--- src/rtl/full_adder.sv ---
// One-bit full adder: the single arithmetic cell that serial_adder reuses every cycle.
module full_adder (
  input  logic a,
  input  logic b,
  input  logic c_in,
  output logic sum,
  output logic carry
);

  assign sum   = a ^ b ^ c_in;
  assign carry = (a & b) | (c_in & (a ^ b));

endmodule

--- src/rtl/serial_adder.sv ---
// Bit-serial adder: one full_adder is fed one LSB-first bit pair per cycle and the
// carry is looped back through a register; {c_out, sum} = a + b + c_in after WIDTH cycles.
module serial_adder #(
  parameter int unsigned WIDTH = 8
) (
  input  logic             clk,
  input  logic             rst_n,
  input  logic             start,
  input  logic [WIDTH-1:0] a,
  input  logic [WIDTH-1:0] b,
  input  logic             c_in,
  output logic             busy,
  output logic             done,
  output logic [WIDTH-1:0] sum,
  output logic             c_out
);

  localparam int unsigned CNT_W = (WIDTH > 1) ? $clog2(WIDTH) : 1;

  typedef enum logic [1:0] {
    IDLE = 2'd0,
    RUN  = 2'd1,
    DONE = 2'd2
  } state_e;

  state_e             state_q, state_d;
  logic [WIDTH-1:0]   a_sh_q, a_sh_d;
  logic [WIDTH-1:0]   b_sh_q, b_sh_d;
  logic [WIDTH-1:0]   acc_q, acc_d;
  logic               carry_q, carry_d;
  logic [CNT_W-1:0]   cnt_q, cnt_d;
  logic [WIDTH-1:0]   sum_q, sum_d;
  logic               c_out_q, c_out_d;

  logic               fa_sum;
  logic               fa_carry;
  logic [WIDTH-1:0]   acc_shift;

  full_adder fa (
    .a     (a_sh_q[0]),
    .b     (b_sh_q[0]),
    .c_in  (carry_q),
    .sum   (fa_sum),
    .carry (fa_carry)
  );

  // New sum bit enters at the MSB so that after WIDTH shifts bit 0 sits at the LSB.
  assign acc_shift = (acc_q >> 1) | (WIDTH'(fa_sum) << (WIDTH - 1));

  // State and datapath registers.
  always_ff @(posedge clk or negedge rst_n) begin
    if (!rst_n) begin
      state_q <= IDLE;
      a_sh_q  <= '0;
      b_sh_q  <= '0;
      acc_q   <= '0;
      carry_q <= 1'b0;
      cnt_q   <= '0;
      sum_q   <= '0;
      c_out_q <= 1'b0;
    end else begin
      state_q <= state_d;
      a_sh_q  <= a_sh_d;
      b_sh_q  <= b_sh_d;
      acc_q   <= acc_d;
      carry_q <= carry_d;
      cnt_q   <= cnt_d;
      sum_q   <= sum_d;
      c_out_q <= c_out_d;
    end
  end

  // Next-state and datapath update.
  always_comb begin
    state_d = state_q;
    a_sh_d  = a_sh_q;
    b_sh_d  = b_sh_q;
    acc_d   = acc_q;
    carry_d = carry_q;
    cnt_d   = cnt_q;
    sum_d   = sum_q;
    c_out_d = c_out_q;

    case (state_q)
      IDLE: begin
        if (start) begin
          a_sh_d  = a;
          b_sh_d  = b;
          carry_d = c_in;
          cnt_d   = '0;
          state_d = RUN;
        end
      end
      RUN: begin
        acc_d   = acc_shift;
        a_sh_d  = a_sh_q >> 1;
        b_sh_d  = b_sh_q >> 1;
        carry_d = fa_carry;
        cnt_d   = cnt_q + CNT_W'(1);
        if (cnt_q == CNT_W'(WIDTH - 1)) begin
          sum_d   = acc_shift;
          c_out_d = fa_carry;
          state_d = DONE;
        end
      end
      DONE: begin
        state_d = IDLE;
      end
      default: begin
        state_d = IDLE;
      end
    endcase
  end

  assign busy  = (state_q == RUN);
  assign done  = (state_q == DONE);
  assign sum   = sum_q;
  assign c_out = c_out_q;

endmodule

--- config.mk ---
export PLATFORM = sky130hd
export DESIGN_NAME = serial_adder
export DESIGN_NICKNAME = d
export VERILOG_FILES = /design/src/rtl/full_adder.sv /design/src/rtl/serial_adder.sv
export SDC_FILE = /design/constraint.sdc
export NUM_CORES = 1
export LEC_CHECK = 0
export BUFFER_PORTS_ARGS = -buffer_cell sky130_fd_sc_hd__buf_2
export CORE_MARGIN = 2
export CORE_UTILIZATION = 54
export DETAILED_ROUTE_END_ITERATION = 10
export GPL_ROUTABILITY_DRIVEN = 1
export PLACE_DENSITY = 0.78
export SLEW_MARGIN = 20
export SYNTH_ARGS = -nofsm -noshare
export SYNTH_HDL_FRONTEND = slang
export SYNTH_SLANG_ARGS = --single-unit
--- constraint.sdc ---
create_clock -name clk -period 1.8 [get_ports clk]
set_input_delay 0.18 -clock clk [delete_from_list [all_inputs] [get_ports clk]]
set_output_delay 0.18 -clock clk [all_outputs]
set_load 0.02 [all_outputs]
==> summary.txt <==
Setup path
  • Buf/Inv on CP: 2
  • Worst Path Arrival: 1.40 ns
  • Worst r2r dst: carry_q
  • Worst setup SP type: register
  • Largest delay contributor family on the critical path: flip-flops
  • CP peak stage delay: 0.46 ns
  • CP Capture Type: output port
  • Critical Path RT: between 1.5 and 2 ns
  • Crit path cell chain: clkinv_1 > nor2_1 > buf_2
  • FF-to-FF path depth: 3
  • Crit-path slowest cell: dfrtp_1
  • Worst reg2reg path startpoint: state_q[1]
  • Crit path kind: reg2out
  • CP Max Fanout: 10
  • Reg2reg setup slack: between 0.3 and 0.4 ns

Min path
  • Hold path startpoint: a[7]
  • WHS Endpoint: a_sh_q[7]
  • Hold path depth: 3
  • Hold/Removal Path Class: in2reg

Timing
  • F_max: roughly 0.63 GHz
  • Max Slew Vio Count: 0
  • RSZ-0062 raised after global routing: false
  • Setup_tns: 0 ns
  • Relative slew slack: 62.4%
  • Worst hold slack: between 0.07 and 0.08 ns
  • Final setup viols: 0
  • Crit path time final: between 1.5 and 2 ns
  • Tcrit/Tclk final: just under 90%
  • Final Skew: approximately 0.010 ns
  • Fin. Hold Viols: 0
  • Final WS setup: approximately 0.22 ns
  • Slew at the pin closest to its max-slew limit: between 0.5 and 0.6 ns

Yosys
  • Cell area after synthesis: ~0.0017 sq mm
  • Syn Nets: 184
  • Synth cell types: 23
  • Sequential share of the synthesized area: between 50% and 60%
  • #FFs+latches synth: 38
  • Ys Warns: 0
  • Avg Inst Size Synth: between 10 and 15 sq um
  • Synthesized netlist cell count: about 160

Floorplan
  • Core area: 0.00305 sq mm
  • Row count: 20
  • Initial Utilization: a little under three fifths
  • Die area: 0.00368 sq mm
  • Top Ports: 31
  • Vert. Die Dim: just over 60 microns
  • Die Wd: 60.7 microns

Place
  • Placed cell area: between 0.0015 and 0.002 sq mm
  • Post-DP HPWL: ~2.3 mm
  • Placed Instances: between 200 and 250
  • Port buffer count: 30
  • Place WS: 0.378 ns
  • Routability cong.: around 0.75

Global route
  • Vias in the first global route: roughly 1300
  • First-pass GRT wire length: roughly 5.5 mm
  • Initial antenna violation count: 0
  • Total congestion overflow: 0
  • Aggregate global-route resource usage: approximately a fifth
  • Largest net degree at the start of global routing: 39

Power
  • Reg power frac: roughly 45%
  • P_int: between 2 and 2.5 mW
  • Clk pwr share: a little over an eighth
  • Comb power frac: roughly two fifths
  • PD cells: ~1700 mW/mm^2
  • Net Switching: ~1.3 mW
  • Power Total: between 3 and 4 mW
  • Net Sw Frac: 38.9%
  • P_leak: roughly 0.95 nW
  • Worst VDD drop: ~0.65 mV

Final layout
  • Final core utilization: 64.8%
  • Most frequent cells in the layout: dfrtp_1 (38), nor3_1 (30), buf_2 (30)
  • Ratio of cells with drive above 1 in the final layout: 27.8%
  • Non-Filler Instances: between 200 and 250
  • Fin nets: 216
  • N_diodes: 0
  • Final Cell Area: about 0.002 sq mm
  • Area Growth Syn to Fin: 14.0%
  • Most common cell after layout, fill and taps aside: dfrtp_1

Route
  • Drt wl/cell: ~14 microns
  • Drt initial violations: 41
  • Post-Route WL: roughly 3.3 mm
  • Via count: between 1000 and 1500
  • DRC Markers: 0
  • DR vias/cell: ~5.4
  • Antenna Nets Post-Route: 0
  • Drt pass-1 iters: 4

CTS
  • Reg clk slew, reported paths: 0.10 ns
  • Worst-Skew Late Latency: around 0.34 ns
  • Root buffer cell: clkbuf_4
  • H-Tree Depth: 2
  • Max Root-Sink Buffers: 2
  • Num Clock Sinks: 38
  • Cts repair resizes: 0
  • CTS tree: done
  • Inserted Clock Buffers: 5

Run
  • Max Cap Violations: 0

Status
  • Status: finished clean
worst max path at each step:
stage                     from  cells past startpoint  slack [ns]      end
global placement      cnt_q[0]                      4        0.42   sum[7]
global route        state_q[1]                      3        0.07     done
detailed placement  state_q[1]                      3        0.38  carry_q
CTS                 state_q[1]                      3        0.18     done
floorplan             cnt_q[0]                      4        0.45    c_out
finish              state_q[1]                      3        0.22     done
routing by layer:
layer	part of all wire [%]	up-vias	track usage (%)
li1	-	632	-
met5	0	-	0
met4	2.4	0	10.6
met3	4.7	9	5.54
met2	49	38	33.8
met1	44	618	24.8
synthesized netlist by cell type:
cell type / number / area [sq um]
inv_1: 2 / 7.51
mux2_4: 9 / 135
fa_1: 1 / 20.0
nor2_1: 8 / 30.0
buf_4: 3 / 22.5
o21ai_0: 6 / 30.0
inv_8: 1 / 11.3
clkbuf_1: 4 / 15.0
nand2_8: 1 / 20.0
nand2_1: 24 / 90.1
nand2b_1: 2 / 12.5
dfrtp_1: 38 / 951
mux2i_1: 1 / 10.0
nor2b_1: 1 / 6.26
ha_1: 2 / 25.0
buf_6: 2 / 22.5
nor3_1: 30 / 150
o32ai_1: 5 / 43.8
or2_2: 1 / 6.26
a22o_1: 2 / 17.5
buf_2: 2 / 10.0
o22ai_1: 15 / 93.8
clkinv_1: 1 / 3.75
worst min-delay path, stage by stage:
cell and delay [ns]:
buf_2 0.09, nand2_1 0.04, o21ai_0 0.06
kinds of logic after synthesis:
kind of cell               count (synthesis)  share of synthesized area (%)
and+or+nand+nor                           67                           18.2
DFF                                       38                           54.8
AOI/OAI and AO/OA                         28                           10.7
buffers and inverters                     15                           5.34
muxes                                     10                           8.37
adders and majority gates                  3                           2.60
registers in the layout, indices dropped and copies added, names as in the netlist:
register / flops
cnt_q: 3
carry_q: 1
acc_q: 7
b_sh_q: 8
a_sh_q: 8
c_out: 1
sum: 8
state_q: 2
power by group through the flow:
| stage | clock network [mW] | logic [mW] | registers [mW] |
|---|---|---|---|
| 4_1_cts | 0.472 | 1.41 | 1.54 |
| 3_3_place_gp | 0 | 1.36 | 1.53 |
| 3_5_place_dp | 0 | 1.41 | 1.55 |
| 2_1_floorplan | 0 | 1.02 | 1.60 |
| 6_report | 0.455 | 1.40 | 1.53 |
| 5_1_grt | 0.509 | 1.58 | 1.59 |
what timing repair did:
item,in CTS,in global routing
setup buffers,0,0
hold endpoints to repair,38,0
hold buffers,1,0
layout make-up:
class / count / area, sq um
multi-input combinational: 108 / 691
sequential: 38 / 951
timing repair buffer: 36 / 198
inverter: 4 / 22.5
fill: 257 / 1080
clock inverter: 1 / 5.00
clock buffer: 7 / 55.1
tap: 44 / 55.1
Note: power is estimated with default switching activity, not from simulation.
